===== src/rtl/puf_sweep_ctrl_if.sv =====
// Bundle of the sweep controller's control, PUF-side and record-stream signals.
// The master modport is the controller; the slave modport is its environment.
interface puf_sweep_ctrl_if;
    // sweep control
    logic        start;
    logic        abort;
    logic [7:0]  chal_first;
    logic [7:0]  chal_last;
    logic        busy;
    logic        timeout_err;
    logic [11:0] ones_count;
    // ring-oscillator PUF side
    logic        puf_reset;
    logic [7:0]  puf_challenge;
    logic [7:0]  puf_response;
    logic        puf_done;
    // record stream
    logic        out_valid;
    logic        out_ready;
    logic [7:0]  out_challenge;
    logic [7:0]  out_response;

    modport master (
        input  start, abort, chal_first, chal_last, puf_response, puf_done, out_ready,
        output busy, timeout_err, ones_count, puf_reset, puf_challenge,
               out_valid, out_challenge, out_response
    );

    modport slave (
        output start, abort, chal_first, chal_last, puf_response, puf_done, out_ready,
        input  busy, timeout_err, ones_count, puf_reset, puf_challenge,
               out_valid, out_challenge, out_response
    );
endinterface


===== src/rtl/puf_sweep_ctrl.sv =====
// Sweeps an RO PUF over a challenge range: per challenge it pulses the PUF
// reset, waits (bounded) for the measurement, and emits one challenge/response
// record over a valid/ready stream while keeping a running popcount.
module puf_sweep_ctrl #(
    parameter int unsigned RST_CYCLES     = 4,
    parameter int unsigned TIMEOUT_CYCLES = 1000000
) (
    input  logic              clk,
    input  logic              reset_n,
    puf_sweep_ctrl_if.master  bus
);

    typedef enum logic [2:0] {
        IDLE = 3'd0,
        ARM  = 3'd1,
        WAIT = 3'd2,
        EMIT = 3'd3,
        NEXT = 3'd4
    } state_t;

    localparam logic [7:0]  RST_LAST = 8'(RST_CYCLES - 1);
    localparam logic [23:0] TO_LAST  = 24'(TIMEOUT_CYCLES - 1);

    state_t      state;
    logic [7:0]  chal_last_q;
    logic [7:0]  rst_cnt;
    logic [23:0] to_cnt;
    logic        puf_reset_q;
    logic [7:0]  puf_challenge_q;
    logic        out_valid_q;
    logic [7:0]  out_challenge_q;
    logic [7:0]  out_response_q;
    logic        timeout_err_q;
    logic [11:0] ones_count_q;

    function automatic logic [3:0] popcount8(input logic [7:0] v);
        logic [3:0] n;
        n = '0;
        for (int unsigned i = 0; i < 8; i++) begin
            n = n + {3'b000, v[i]};
        end
        return n;
    endfunction

    // Sweep sequencer; every output except busy is registered here.
    always_ff @(posedge clk or negedge reset_n) begin
        if (!reset_n) begin
            state           <= IDLE;
            chal_last_q     <= '0;
            rst_cnt         <= '0;
            to_cnt          <= '0;
            puf_reset_q     <= 1'b0;
            puf_challenge_q <= '0;
            out_valid_q     <= 1'b0;
            out_challenge_q <= '0;
            out_response_q  <= '0;
            timeout_err_q   <= 1'b0;
            ones_count_q    <= '0;
        end else if (bus.abort && (state != IDLE)) begin
            // abort outranks the handshake: no record is counted this cycle
            state       <= IDLE;
            out_valid_q <= 1'b0;
            puf_reset_q <= 1'b0;
        end else begin
            case (state)
                IDLE: begin
                    if (bus.start) begin
                        chal_last_q     <= bus.chal_last;
                        puf_challenge_q <= bus.chal_first;
                        timeout_err_q   <= 1'b0;
                        ones_count_q    <= '0;
                        rst_cnt         <= '0;
                        puf_reset_q     <= 1'b1;
                        state           <= ARM;
                    end
                end
                ARM: begin
                    if (rst_cnt == RST_LAST) begin
                        puf_reset_q <= 1'b0;
                        to_cnt      <= '0;
                        state       <= WAIT;
                    end else begin
                        rst_cnt <= rst_cnt + 8'd1;
                    end
                end
                WAIT: begin
                    if (bus.puf_done) begin
                        out_response_q  <= bus.puf_response;
                        out_challenge_q <= puf_challenge_q;
                        out_valid_q     <= 1'b1;
                        state           <= EMIT;
                    end else if (to_cnt == TO_LAST) begin
                        out_response_q  <= '0;
                        out_challenge_q <= puf_challenge_q;
                        timeout_err_q   <= 1'b1;
                        out_valid_q     <= 1'b1;
                        state           <= EMIT;
                    end else begin
                        to_cnt <= to_cnt + 24'd1;
                    end
                end
                EMIT: begin
                    if (bus.out_ready) begin
                        ones_count_q <= ones_count_q + {8'b0, popcount8(out_response_q)};
                        out_valid_q  <= 1'b0;
                        state        <= NEXT;
                    end
                end
                NEXT: begin
                    if (puf_challenge_q == chal_last_q) begin
                        state <= IDLE;
                    end else begin
                        puf_challenge_q <= puf_challenge_q + 8'd1;
                        rst_cnt         <= '0;
                        puf_reset_q     <= 1'b1;
                        state           <= ARM;
                    end
                end
                default: state <= IDLE;
            endcase
        end
    end

    assign bus.busy          = (state != IDLE);
    assign bus.puf_reset     = puf_reset_q;
    assign bus.puf_challenge = puf_challenge_q;
    assign bus.out_valid     = out_valid_q;
    assign bus.out_challenge = out_challenge_q;
    assign bus.out_response  = out_response_q;
    assign bus.timeout_err   = timeout_err_q;
    assign bus.ones_count    = ones_count_q;

endmodule


===== src/flat_wrapper.sv =====
// flat-port wrapper written by rule: the top's interface ports become plain ports
module puf_sweep_ctrl_flat 
#(
    parameter int unsigned RST_CYCLES     = 4,
    parameter int unsigned TIMEOUT_CYCLES = 1000000
)
  (clk, reset_n, bus_start, bus_abort, bus_chal_first, bus_chal_last, bus_puf_response, bus_puf_done, bus_out_ready, bus_busy, bus_timeout_err, bus_ones_count, bus_puf_reset, bus_puf_challenge, bus_out_valid, bus_out_challenge, bus_out_response);
  puf_sweep_ctrl_if bus_i ();
  input  logic clk;
  input  logic reset_n;
  input wire logic [$bits(bus_i.start)-1:0] bus_start;
  input wire logic [$bits(bus_i.abort)-1:0] bus_abort;
  input wire logic [$bits(bus_i.chal_first)-1:0] bus_chal_first;
  input wire logic [$bits(bus_i.chal_last)-1:0] bus_chal_last;
  input wire logic [$bits(bus_i.puf_response)-1:0] bus_puf_response;
  input wire logic [$bits(bus_i.puf_done)-1:0] bus_puf_done;
  input wire logic [$bits(bus_i.out_ready)-1:0] bus_out_ready;
  output wire logic [$bits(bus_i.busy)-1:0] bus_busy;
  output wire logic [$bits(bus_i.timeout_err)-1:0] bus_timeout_err;
  output wire logic [$bits(bus_i.ones_count)-1:0] bus_ones_count;
  output wire logic [$bits(bus_i.puf_reset)-1:0] bus_puf_reset;
  output wire logic [$bits(bus_i.puf_challenge)-1:0] bus_puf_challenge;
  output wire logic [$bits(bus_i.out_valid)-1:0] bus_out_valid;
  output wire logic [$bits(bus_i.out_challenge)-1:0] bus_out_challenge;
  output wire logic [$bits(bus_i.out_response)-1:0] bus_out_response;
  assign bus_i.start = bus_start;
  assign bus_i.abort = bus_abort;
  assign bus_i.chal_first = bus_chal_first;
  assign bus_i.chal_last = bus_chal_last;
  assign bus_i.puf_response = bus_puf_response;
  assign bus_i.puf_done = bus_puf_done;
  assign bus_i.out_ready = bus_out_ready;
  assign bus_busy = bus_i.busy;
  assign bus_timeout_err = bus_i.timeout_err;
  assign bus_ones_count = bus_i.ones_count;
  assign bus_puf_reset = bus_i.puf_reset;
  assign bus_puf_challenge = bus_i.puf_challenge;
  assign bus_out_valid = bus_i.out_valid;
  assign bus_out_challenge = bus_i.out_challenge;
  assign bus_out_response = bus_i.out_response;
  puf_sweep_ctrl #(.RST_CYCLES(RST_CYCLES), .TIMEOUT_CYCLES(TIMEOUT_CYCLES)) u_core (.clk(clk), .reset_n(reset_n), .bus(bus_i));
endmodule

===== config.mk =====
export PLATFORM = sky130hd
export DESIGN_NAME = puf_sweep_ctrl_flat
export DESIGN_NICKNAME = d
export VERILOG_FILES = /design/src/rtl/puf_sweep_ctrl_if.sv /design/src/rtl/puf_sweep_ctrl.sv /design/src/flat_wrapper.sv
export SDC_FILE = /design/constraint.sdc
export NUM_CORES = 1
export LEC_CHECK = 0
export CORE_AREA = 3 3 98 100
export DETAILED_ROUTE_END_ITERATION = 12
export DIE_AREA = 0 0 101 103
export PLACE_DENSITY = 0.79
export SLEW_MARGIN = 25
export SYNTH_ARGS = -nofsm -noshare
export SYNTH_HDL_FRONTEND = slang
export SYNTH_SLANG_ARGS = --single-unit

===== constraint.sdc =====
create_clock -name clk -period 5.1 [get_ports clk]
set_input_delay 1.02 -clock clk [delete_from_list [all_inputs] [get_ports clk]]
set_output_delay 1.02 -clock clk [all_outputs]
set_load 0.1 [all_outputs]

==> load_flow_metrics.sql, run 1 <==
INSERT INTO impl_metrics (metric_group, metric, value, unit) VALUES
('place', 'place.port_buffers', '69', ''),
('global_route', 'antenna_violations_before_repair', '0', ''),
('clocking', 'cts-root-to-sink-buffers', '2', ''),
('worst_hold_path', 'min-delay-start', 'u_core.chal_last_q[4]$_DFFE_PN0P_', ''),
('logic_synthesis', 'synth_edf_count', '0', ''),
('setup_path', 'cp_max_fo', '4', ''),
('logic_synthesis', 'synth_compound_gate_area_share', '18.2', '%'),
('worst_hold_path', 'min_path_type', 'flop to flop', ''),
('logic_synthesis', 'largest_family_of_logic_cells_by_synthesized_area', 'simple AND/OR/NAND/NOR gates', ''),
('logic_synthesis', 'share_of_async_settable_or_async_resettable_flops_after_synthesis', '100', '%'),
('timing', 'timing.fmax', '227', 'MHz'),
('drt', 'drt-initial-drc-count', '273', ''),
('outcome', 'run_status', 'finished, final reports clean', ''),
('clocking', 'cts_setup_buffers', '0', ''),
('global_route', 'grt_pass1_vias', '4151', ''),
('setup_path', 'cp_data_arrival_time', '4.63', 'ns'),
('clocking', 'clock_insertion_delay_worst_skew', '0.36', 'ns'),
('layout', 'diodes', '0', ''),
('logic_synthesis', 'yosysWarningCount', '0', ''),
('clocking', 'cts_resized', '0', ''),
('layout', 'final_cell_count_no_fill', '685', ''),
('timing', 'grt_setup_unrepaired', 'false', ''),
('clocking', 'cts_htree_levels', '3', ''),
('setup_path', 'cp-end-kind', 'flop', ''),
('logic_synthesis', 'synth_xor_area_share', '2.57', '%'),
('logic_synthesis', 'synth_cell_type_count', '61', ''),
('pwr', 'p_per_area', '537', 'nW/um2'),
('place', 'globalplace.congestion', '0.840', ''),
('layout', 'post_route_cells_drive_above_1_share', '6.76', '%'),
('logic_synthesis', 'mappedNetlistNets', '558', ''),
('drt', 'postRouteWirelength', '11700', 'um'),
('logic_synthesis', 'synth_simple_gate_area_share', '22.0', '%'),
('timing', 'max_slew.worst_pin.slew', '1.02', 'ns'),
('logic_synthesis', 'synth.ff_latch_count', '82', ''),
('pwr', 'power.net_switching', '1.52', 'mW'),
('timing', 'post-route-period-util', '86.5', '%'),
('flow_run', 'max_cap_violations', '0', ''),
('timing', 'period_needed', '4.41', 'ns'),
('logic_synthesis', 'post_synth_most_frequent_cells', 'sky130_fd_sc_hd__dfrtp_1, sky130_fd_sc_hd__nand2_1, sky130_fd_sc_hd__inv_1, sky130_fd_sc_hd__nand3_1, sky130_fd_sc_hd__a21oi_1', ''),
('logic_synthesis', 'synthAdderAreaFrac', '4.72', '%'),
('floorplan', 'dieHeight', '103', 'um'),
('floorplan', 'core.rowCount', '34', ''),
('floorplan', 'ioPinCount', '70', ''),
('pwr', 'switching_share_of_total_power', '49.3', '%'),
('setup_path', 'path_delay_family', 'adder cells', ''),
('timing', 'finalClockSkew', '0.0220', 'ns'),
('logic_synthesis', 'dominantRegCellSynth', 'sky130_fd_sc_hd__dfrtp_1', ''),
('clocking', 'ctsHoldBuffers', '0', ''),
('setup_path', 'worstSetupPathType', 'flop to flop', ''),
('layout', 'area.growth.synth_to_final', '20.0', '%'),
('setup_path', 'timing.critical_path.mode_cell', 'sky130_fd_sc_hd__fa_1', ''),
('logic_synthesis', 'synth.top_cell.area_share', '43.0', '%'),
('setup_path', 'critical_path_buf_inv_count', '1', ''),
('pwr', 'vdd_ir_drop_max', '0.000354', 'V'),
('global_route', 'globalRoute.totalOverflow', '0', ''),
('timing', 'setup_viol_count_final', '0', ''),
('logic_synthesis', 'yosysSeqAreaShare', '43.0', '%'),
('pwr', 'p_int', '1.56', 'mW'),
('setup_path', 'slowest_delay', '0.65', 'ns'),
('drt', 'routed-via-count', '4151', ''),
('global_route', 'global_routing_usage_on_met2', '39.1', '%'),
('place', 'dp.cells', '669', ''),
('timing', 'setup_total_negative_slack', '0', 'ns'),
('timing', 'drv_slew', '0', ''),
('drt', 'vias_per_cell', '6.06', ''),
('drt', 'postRouteAntennaNets', '0', ''),
('clocking', 'cts_tree', 'yes', ''),
('logic_synthesis', 'most_frequent_cell_after_synthesis', 'sky130_fd_sc_hd__dfrtp_1', ''),
('floorplan', 'initial_core_util', '54.4', '%'),
('global_route', 'globalRouteMet1Util', '31.5', '%'),
('pwr', 'power_frac_comb', '51.7', '%');
-- placed cells by master (no fill, tap or decap), types with 4 or more instances in the layout --
| cell type | synthesis | layout |
|---|---|---|
| sky130_fd_sc_hd__a21o_1 | 4 | 4 |
| sky130_fd_sc_hd__a21oi_1 | 29 | 29 |
| sky130_fd_sc_hd__a221o_1 | 4 | 4 |
| sky130_fd_sc_hd__a31oi_1 | 26 | 26 |
| sky130_fd_sc_hd__and2_1 | 4 | 4 |
| sky130_fd_sc_hd__and3_1 | 16 | 16 |
| sky130_fd_sc_hd__and4_1 | 6 | 6 |
| sky130_fd_sc_hd__clkbuf_8 | 0 | 10 |
| sky130_fd_sc_hd__clkdlybuf4s50_1 | 0 | 68 |
| sky130_fd_sc_hd__dfrtp_1 | 82 | 82 |
| sky130_fd_sc_hd__fa_1 | 5 | 5 |
| sky130_fd_sc_hd__ha_1 | 10 | 10 |
| sky130_fd_sc_hd__inv_1 | 33 | 33 |
| sky130_fd_sc_hd__mux2_2 | 7 | 7 |
| sky130_fd_sc_hd__mux2i_1 | 12 | 12 |
| sky130_fd_sc_hd__nand2_1 | 66 | 66 |
| sky130_fd_sc_hd__nand2b_1 | 8 | 8 |
| sky130_fd_sc_hd__nand3_1 | 33 | 33 |
| sky130_fd_sc_hd__nand4_1 | 8 | 8 |
| sky130_fd_sc_hd__nor2_1 | 19 | 19 |
| sky130_fd_sc_hd__nor2b_1 | 7 | 7 |
| sky130_fd_sc_hd__nor3_1 | 7 | 6 |
| sky130_fd_sc_hd__nor4_1 | 7 | 7 |
| sky130_fd_sc_hd__o21a_1 | 7 | 7 |
| sky130_fd_sc_hd__o21ai_0 | 15 | 15 |
| sky130_fd_sc_hd__o31ai_1 | 8 | 8 |
| sky130_fd_sc_hd__or3_1 | 5 | 5 |
| sky130_fd_sc_hd__xnor2_1 | 6 | 6 |
| sky130_fd_sc_hd__xor2_1 | 8 | 8 |
-- worst min-delay path: cells and delay by family (launching register included) --
| family | cells | cell delay [ns] |
|---|---|---|
| simple gates | 2 | 0.10 |
| flops | 1 | 0.37 |
-- layer usage --
metal / wire, um / up-vias
li1: - / 1995
met1: 5410 / 2047
met2: 5700 / 99
met3: 502 / 10
met4: 133 / 0
met5: 0 / -
-- logic make-up (layout without fill, tap and decap cells) --
group	after synthesis	count (layout)
buffers and inverters	56	120
AO/OA/AOI/OAI	125	125
XOR/XNOR	14	14
adder cells (fa/ha/maj)	15	15
AND/OR/NAND/NOR	200	200
flip-flops	82	82
multiplexers	21	21
-- power groups by stage --
stage,sequential (mW),clock (mW),combinational (mW)
after CTS,0.992,0.492,1.60
after global routing,1.02,0.523,1.71
final,0.994,0.491,1.59
after global placement,0.994,0,1.54
after floorplan,1.46,0,0.748
after detailed placement,1.00,0,1.58
-- cell type report --
| cell class | count | area (um2) | share of cell area [%] |
|---|---|---|---|
| Clock inverter | 6 | 63.8 | 1.12 |
| Clock buffer | 10 | 138 | 2.41 |
| Multi-Input combinational cell | 375 | 2500 | 43.7 |
| Tap cell | 108 | 135 | 2.36 |
| Timing Repair Buffer | 71 | 707 | 12.4 |
| Sequential cell | 82 | 2050 | 35.9 |
| Inverter | 33 | 124 | 2.16 |
-- metrics by stage --
| step | setup slack (ns) | power (mW) | util (%) | instance area, um2 | hold WS, ns |
|---|---|---|---|---|---|
| 2_1_floorplan | 0.494 | 2.21 | - | 4770 | 0.465 |
| 3_3_place_gp | 0.981 | 2.53 | 62.9 | 5510 | 0.480 |
| 3_5_place_dp | 0.686 | 2.59 | 62.9 | 5510 | 0.482 |
| 4_1_cts | 0.651 | 3.09 | 65.2 | 5710 | 0.508 |
| 5_1_grt | 0.460 | 3.26 | 65.3 | 5720 | 0.530 |
| 6_report | 0.687 | 3.07 | 65.3 | 5720 | 0.503 |
-- sequential cells by signal (all words and copies together) (netlist names) --
signal	flops
u_core.to_cnt	24
u_core.chal_last_q	8
u_core.bus.timeout_err	1
u_core.rst_cnt	8
u_core.bus.puf_challenge	8
u_core.bus.out_response	8
u_core.bus.puf_reset	1
u_core.bus.ones_count	12
u_core.bus.out_challenge	8
u_core.bus.out_valid	1
u_core.state	3
-- worst paths after layout --
check | slack, ns | end | cells past startpoint
max in group asynchronous | 3.86 | u_core.to_cnt[1]$_DFFE_PN0P_ | 1
worst max-delay path | 0.69 | u_core.bus.ones_count[8]$_DFFE_PN0P_ | 12
min in group asynchronous | 0.69 | u_core.rst_cnt[6]$_DFFE_PN0P_ | 1
worst min-delay path | 0.50 | u_core.chal_last_q[4]$_DFFE_PN0P_ | 2
worst min register to register | 0.50 | u_core.chal_last_q[4]$_DFFE_PN0P_ | 2
worst max register to register | 0.69 | u_core.bus.ones_count[8]$_DFFE_PN0P_ | 12
Power figures use the tool's default switching activity.
==> run 2, diff against run 1 <==
--- a/config.mk
+++ b/config.mk
@@ -8,7 +8,7 @@
 export CORE_AREA = 3 3 98 100
 export DETAILED_ROUTE_END_ITERATION = 12
 export DIE_AREA = 0 0 101 103
-export PLACE_DENSITY = 0.79
+export PLACE_DENSITY = 0.89
 export SLEW_MARGIN = 25
 export SYNTH_ARGS = -nofsm -noshare
 export SYNTH_HDL_FRONTEND = slang
==> load_flow_metrics.sql, run 2 (same netlist as run 1, synthesis figures left out) <==
INSERT INTO impl_metrics (metric_group, metric, value, unit) VALUES
('worst_hold_path', 'timing.hold.worst_path_depth', '2', ''),
('clocking', 'clock_insertion_delay_worst_skew', '0.36', 'ns'),
('drt', 'routed-via-count', '4241', ''),
('global_route', 'largest_net_degree_at_the_start_of_global_routing', '83', ''),
('setup_path', 'worst-r2r-setup-slack', '0.76', 'ns'),
('timing', 'setup_slack', '0.764', 'ns'),
('timing', 'drv_slew', '0', ''),
('global_route', 'grt_pass1_vias', '3924', ''),
('timing', 'post-route-period-util', '85.0', '%'),
('setup_path', 'worstSetupStartpointType', 'flop', ''),
('drt', 'first_pass_iters', '5', ''),
('global_route', 'globalRouteMet1Util', '30.5', '%'),
('layout', 'max_ffs_per_register', '24', ''),
('global_route', 'grt-busiest-layer', 'met2', ''),
('layout', 'area.growth.synth_to_final', '20.5', '%'),
('clocking', 'cts_setup_buffers', '0', ''),
('setup_path', 'cp-end-kind', 'flop', ''),
('drt', 'drt-initial-drc-count', '333', ''),
('pwr', 'vdd_ir_drop_max', '0.000418', 'V'),
('worst_hold_path', 'worst_hold_endpoint', 'u_core.chal_last_q[7]$_DFFE_PN0P_', ''),
('floorplan', 'ioPinCount', '70', ''),
('global_route', 'track_usage', '22.9', '%'),
('place', 'place.port_buffers', '69', ''),
('clocking', 'cts-buffers-inserted', '9', ''),
('timing', 'grt_setup_unrepaired', 'false', ''),
('floorplan', 'initial_core_util', '54.4', '%'),
('clocking', 'cts_tree', 'yes', ''),
('setup_path', 'path_delay_family', 'adder cells', ''),
('timing', 'max_slew.worst_pin.slew', '1.01', 'ns'),
('place', 'globalplace.congestion', '0.929', ''),
('setup_path', 'timing.critical_path.mode_cell', 'sky130_fd_sc_hd__fa_1', ''),
('flow_run', 'max_cap_violations', '0', ''),
('pwr', 'total_power', '3.12', 'mW'),
('global_route', 'global_routing_usage_on_met2', '38.1', '%'),
('setup_path', 'cp_max_fo', '4', ''),
('global_route', 'globalRoute.totalOverflow', '0', ''),
('timing', 'finalClockSkew', '0.0147', 'ns'),
('global_route', 'grt_util_met3', '4.47', '%'),
('floorplan', 'dieHeight', '103', 'um'),
('setup_path', 'critical_path_buf_inv_count', '1', ''),
('layout', 'commonest_non_fill_non_tap_cells_in_the_layout', 'sky130_fd_sc_hd__dfrtp_1, sky130_fd_sc_hd__clkdlybuf4s50_1, sky130_fd_sc_hd__nand2_1, sky130_fd_sc_hd__inv_1, sky130_fd_sc_hd__nand3_1', ''),
('layout', 'max_flop_register', 'u_core.to_cnt', ''),
('floorplan', 'core.rowCount', '34', ''),
('layout', 'diodes', '0', ''),
('setup_path', 'slowest_delay', '0.57', 'ns'),
('drt', 'detail_route.drc_violations', '0', ''),
('timing', 'worst_hold_slack', '0.506', 'ns'),
('setup_path', 'crit_path_cell_trace', 'ha_1, inv_1, fa_1, fa_1, fa_1, fa_1, fa_1, nor2b_1, o21ai_0, a2111oi_0, xnor2_1, nor2_1', ''),
('place', 'placement.setup.worst_slack', '0.802', 'ns'),
('timing', 'slew_headroom', '32.2', '%'),
('global_route', 'antenna_violations_before_repair', '0', ''),
('timing', 'period_needed', '4.34', 'ns'),
('place', 'dp.final_hpwl', '8080', 'um'),
('outcome', 'run_status', 'finished, final reports clean', ''),
('setup_path', 'crit_path_top_delay_cell', 'sky130_fd_sc_hd__a2111oi_0', ''),
('drt', 'postRouteAntennaNets', '0', ''),
('floorplan', 'dieArea', '10400', 'um2'),
('clocking', 'cts-root-to-sink-buffers', '2', ''),
('drt', 'postRouteWirelength', '11600', 'um'),
('layout', 'final_common_cell', 'sky130_fd_sc_hd__dfrtp_1', ''),
('setup_path', 'r2r_cells', '12', ''),
('drt', 'vias_per_cell', '6.19', ''),
('pwr', 'p_per_area', '544', 'nW/um2'),
('clocking', 'cts_sinks', '82', ''),
('clocking', 'cts_resized', '0', ''),
('worst_hold_path', 'min_path_type', 'flop to flop', ''),
('setup_path', 'worstSetupPathType', 'flop to flop', ''),
('pwr', 'p_leak', '2.51', 'nW'),
('clocking', 'worst_setup_hold_path_clk_slew', '0.08', 'ns'),
('timing', 'setup_total_negative_slack', '0', 'ns'),
('timing', 'timing.fmax', '231', 'MHz'),
('layout', 'post_route_cells_drive_above_1_share', '6.76', '%'),
('clocking', 'ctsHoldBuffers', '0', ''),
('clocking', 'cts_htree_levels', '3', ''),
('setup_path', 'worst_ep_required_time', '5.32', 'ns'),
('timing', 'setup_viol_count_final', '0', ''),
('drt', 'wire_length_per_cell', '16.9', 'um'),
('floorplan', 'die_width', '101', 'um'),
('floorplan', 'floorplan.core_area', '8760', 'um2'),
('layout', 'final_net_count', '617', ''),
('timing', 'hold_viol', '0', ''),
('setup_path', 'worst_r2r_src', 'u_core.bus.out_response[1]$_DFFE_PN0P_', ''),
('setup_path', 'worst_r2r_endpoint', 'u_core.bus.ones_count[10]$_DFFE_PN0P_', ''),
('worst_hold_path', 'min-delay-start', 'u_core.chal_last_q[7]$_DFFE_PN0P_', ''),
('setup_path', 'cp_data_arrival_time', '4.56', 'ns'),
('clocking', 'cts_root_buf', 'sky130_fd_sc_hd__clkbuf_8', ''),
('global_route', 'grt_pass1_wl', '19200', 'um'),
('setup_path', 'cell_depth_of_the_worst_setup_path', '12', '');
[run 2: layer usage]
| metal | up-vias | part of all wire [%] |
|---|---|---|
| met4 | 0 | 1.6 |
| met2 | 168 | 49 |
| met5 | - | 0 |
| met3 | 15 | 6.9 |
| li1 | 2008 | - |
| met1 | 2050 | 43 |
[run 2: power breakdown]
part	switching (mW)	total [mW]	internal [mW]
logic	1.08	1.60	0.515
registers	0.191	0.995	0.804
clock network	0.253	0.533	0.280
total	1.53	3.12	1.60
[run 2: through the flow]
stage	area [um2]	instances	utilization [%]
global placement	5510	669	62.9
finish	5750	685	65.6
detailed placement	5510	669	62.9
CTS	5740	685	65.5
global route	5750	685	65.6
floorplan	4770	513	-
[run 2: worst max path at each step]
| stage | from | to | slack [ns] |
|---|---|---|---|
| 2_1_floorplan | u_core.bus.out_response[1]$_DFFE_PN0P_ | u_core.bus.ones_count[6]$_DFFE_PN0P_ | 0.49 |
| 3_3_place_gp | u_core.bus.out_response[0]$_DFFE_PN0P_ | u_core.bus.ones_count[8]$_DFFE_PN0P_ | 1.01 |
| 3_5_place_dp | u_core.bus.out_response[1]$_DFFE_PN0P_ | u_core.bus.ones_count[8]$_DFFE_PN0P_ | 0.80 |
| 4_1_cts | u_core.bus.out_response[1]$_DFFE_PN0P_ | u_core.bus.ones_count[8]$_DFFE_PN0P_ | 0.79 |
| 5_1_grt | u_core.bus.out_response[1]$_DFFE_PN0P_ | u_core.bus.ones_count[6]$_DFFE_PN0P_ | 0.57 |
| 6_report | u_core.bus.out_response[1]$_DFFE_PN0P_ | u_core.bus.ones_count[10]$_DFFE_PN0P_ | 0.76 |
[run 2: area by class of cell]
cell class	count	area [um2]
well taps	108	135
clock inverters	7	101
multi-input cells	375	2500
fillers	684	3020
repair buffers	71	707
clock buffers	9	124
flip-flops and latches	82	2050
inverters	33	124
[run 2: worst reg2reg max path, cell delays in order (launching register included)]
cell	delay [ns]
sky130_fd_sc_hd__dfrtp_1	0.41
sky130_fd_sc_hd__ha_1	0.28
sky130_fd_sc_hd__inv_1	0.05
sky130_fd_sc_hd__fa_1	0.50
sky130_fd_sc_hd__fa_1	0.43
sky130_fd_sc_hd__fa_1	0.43
sky130_fd_sc_hd__fa_1	0.49
sky130_fd_sc_hd__fa_1	0.43
sky130_fd_sc_hd__nor2b_1	0.18
sky130_fd_sc_hd__o21ai_0	0.17
sky130_fd_sc_hd__a2111oi_0	0.57
sky130_fd_sc_hd__xnor2_1	0.19
sky130_fd_sc_hd__nor2_1	0.06
==> edit, RTL diff (config.mk and constraints of run 1) <==
`TIMEOUT_CYCLES` is set to 1000000 in 2 places; all go to 524288.
--- a/src/rtl/puf_sweep_ctrl.sv
+++ b/src/rtl/puf_sweep_ctrl.sv
@@ -3,7 +3,7 @@
 // record over a valid/ready stream while keeping a running popcount.
 module puf_sweep_ctrl #(
     parameter int unsigned RST_CYCLES     = 4,
-    parameter int unsigned TIMEOUT_CYCLES = 1000000
+    parameter int unsigned TIMEOUT_CYCLES = 524288
 ) (
     input  logic              clk,
     input  logic              reset_n,
--- a/src/flat_wrapper.sv
+++ b/src/flat_wrapper.sv
@@ -2,7 +2,7 @@
 module puf_sweep_ctrl_flat 
 #(
     parameter int unsigned RST_CYCLES     = 4,
-    parameter int unsigned TIMEOUT_CYCLES = 1000000
+    parameter int unsigned TIMEOUT_CYCLES = 524288
 )
   (clk, reset_n, bus_start, bus_abort, bus_chal_first, bus_chal_last, bus_puf_response, bus_puf_done, bus_out_ready, bus_busy, bus_timeout_err, bus_ones_count, bus_puf_reset, bus_puf_challenge, bus_out_valid, bus_out_challenge, bus_out_response);
   puf_sweep_ctrl_if bus_i ();
Formal check against the unedited RTL: same outputs for any inputs over 10 cycles, from zero or initial values and one cycle with reset_n low; that may be too few to reach the edited logic, so the function may still have changed.
==> edit against run 1 <==
Design area decreased by 1.4%. Hold slack got worse by 0.0046 ns. Non-clock buffer count unchanged. Core utilization decreased by 0.91 points. Sequential cell count unchanged. Sequential share of layout area increased by 0.51 points. Sequential power decreased by 2%. Die area unchanged. Area after synthesis decreased by 1.2%. Via count decreased by 1.1%. Wire length decreased by 5.3%. Worst setup slack improved by 0.12 ns. Total power increased by 5.1%. Largest cell class unchanged.
==> edit: results (changes against run 1) <==
| Metric | Value |
|---|---|
| Max IR drop VDD | `0.0002800 V (was 0.0003536 V)` |
| Invs w/o clock | `25 (was 33)` |
| Status | `completed (unchanged)` |
| Total power per unit cell area | `572.6 nW/um^2 (was 537.2 nW/um^2)` |
| Vias | `4,105 (was 4,151)` |
| Comb_multi_in | `382 (was 375)` |
| Critical path arrival | `4.52 ns (was 4.63 ns)` |
| Worst path max stage delay | `0.61 ns (was 0.65 ns)` |
| Sequential fraction of design power | `30.2% (was 32.3%)` |
| Leak pwr | `2.409 nW (was 2.502 nW)` |
| Final non-clock buffer share | `12.53% (was 12.36%)` |
| Synth top cells by count | `dfrtp_1, nand2_1, nor2_1 (was dfrtp_1, nand2_1, inv_1, nand3_1, a21oi_1)` |
| Net switching power | `1.703 mW (was 1.516 mW)` |
| Post-Syn Instances | `516 (was 513)` |
| Pre-antenna DRT Iters | `5 (was 4)` |
| Via-per-instance ratio | `6.001 (was 6.060)` |
| Logic pwr share | `56.3% (was 51.7%)` |
| Most area-consuming cells after synthesis | `dfrtp_1, nand2_1, nor2_1, a21oi_1, o21ai_0 (was dfrtp_1, nand2_1, nand3_1, a31oi_1, a21oi_1)` |
| 1st-iter DRT viols | `211 (was 273)` |
| Hpwl dp | `7816 um (was 8356 um)` |
| Fill count | `741 (was 721)` |
| FFs & Latches | `82 (unchanged)` |
| Synth cell types | `67 (was 61)` |
| Syn Nets | `561 (was 558)` |
| Hold Startpoint | `u_core.to_cnt[18] (was u_core.chal_last_q[4])` |
| Setup WS pre-CTS | `0.7899 ns (was 0.6862 ns)` |
| Global-route usage over all layers | `21.98% (was 23.32%)` |
| Fraction of area in multi-input gates | `43.89% (was 43.73%)` |
| Layout cells sized above 1 | `6.597% (was 6.759%)` |
| Total Nets Final | `616 (was 617)` |
| Placed cells | `668 (was 669)` |
| Worst-Margin Slew | `1.021 ns (was 1.023 ns)` |
| Vias in the first global route | `3,895 (was 4,151)` |
| WL final | `11,130 um (was 11,750 um)` |
[edit: worst paths after layout]
check / end / slack (ns) / cells after the start
min in group asynchronous: u_core.bus.out_response[5] / 0.71 / 1
max: u_core.bus.ones_count[10] / 0.80 / 12
max reg2reg: u_core.bus.ones_count[10] / 0.80 / 12
max in group asynchronous: u_core.rst_cnt[1] / 3.89 / 1
min: u_core.to_cnt[18] / 0.50 / 1
min reg2reg: u_core.to_cnt[18] / 0.50 / 1
[edit: cells by family after synthesis]
group | after synthesis | synth area share (%)
AO/OA/AOI/OAI | 135 | 18.03
flip-flops | 82 | 43.55
buffers and inverters | 52 | 4.408
multiplexers | 18 | 4.248
adder cells (fa/ha/maj) | 15 | 4.780
AND/OR/NAND/NOR | 200 | 22.38
XOR/XNOR | 14 | 2.602
[edit: layer usage]
layer / up-vias / track usage, % / wire length (um)
li1: 1987 / - / -
met1: 2013 / 30.27 / 4958
met2: 97 / 36.15 / 5500
met3: 8 / 3.789 / 558
met4: 0 / 5.930 / 108
met5: - / 0 / 0
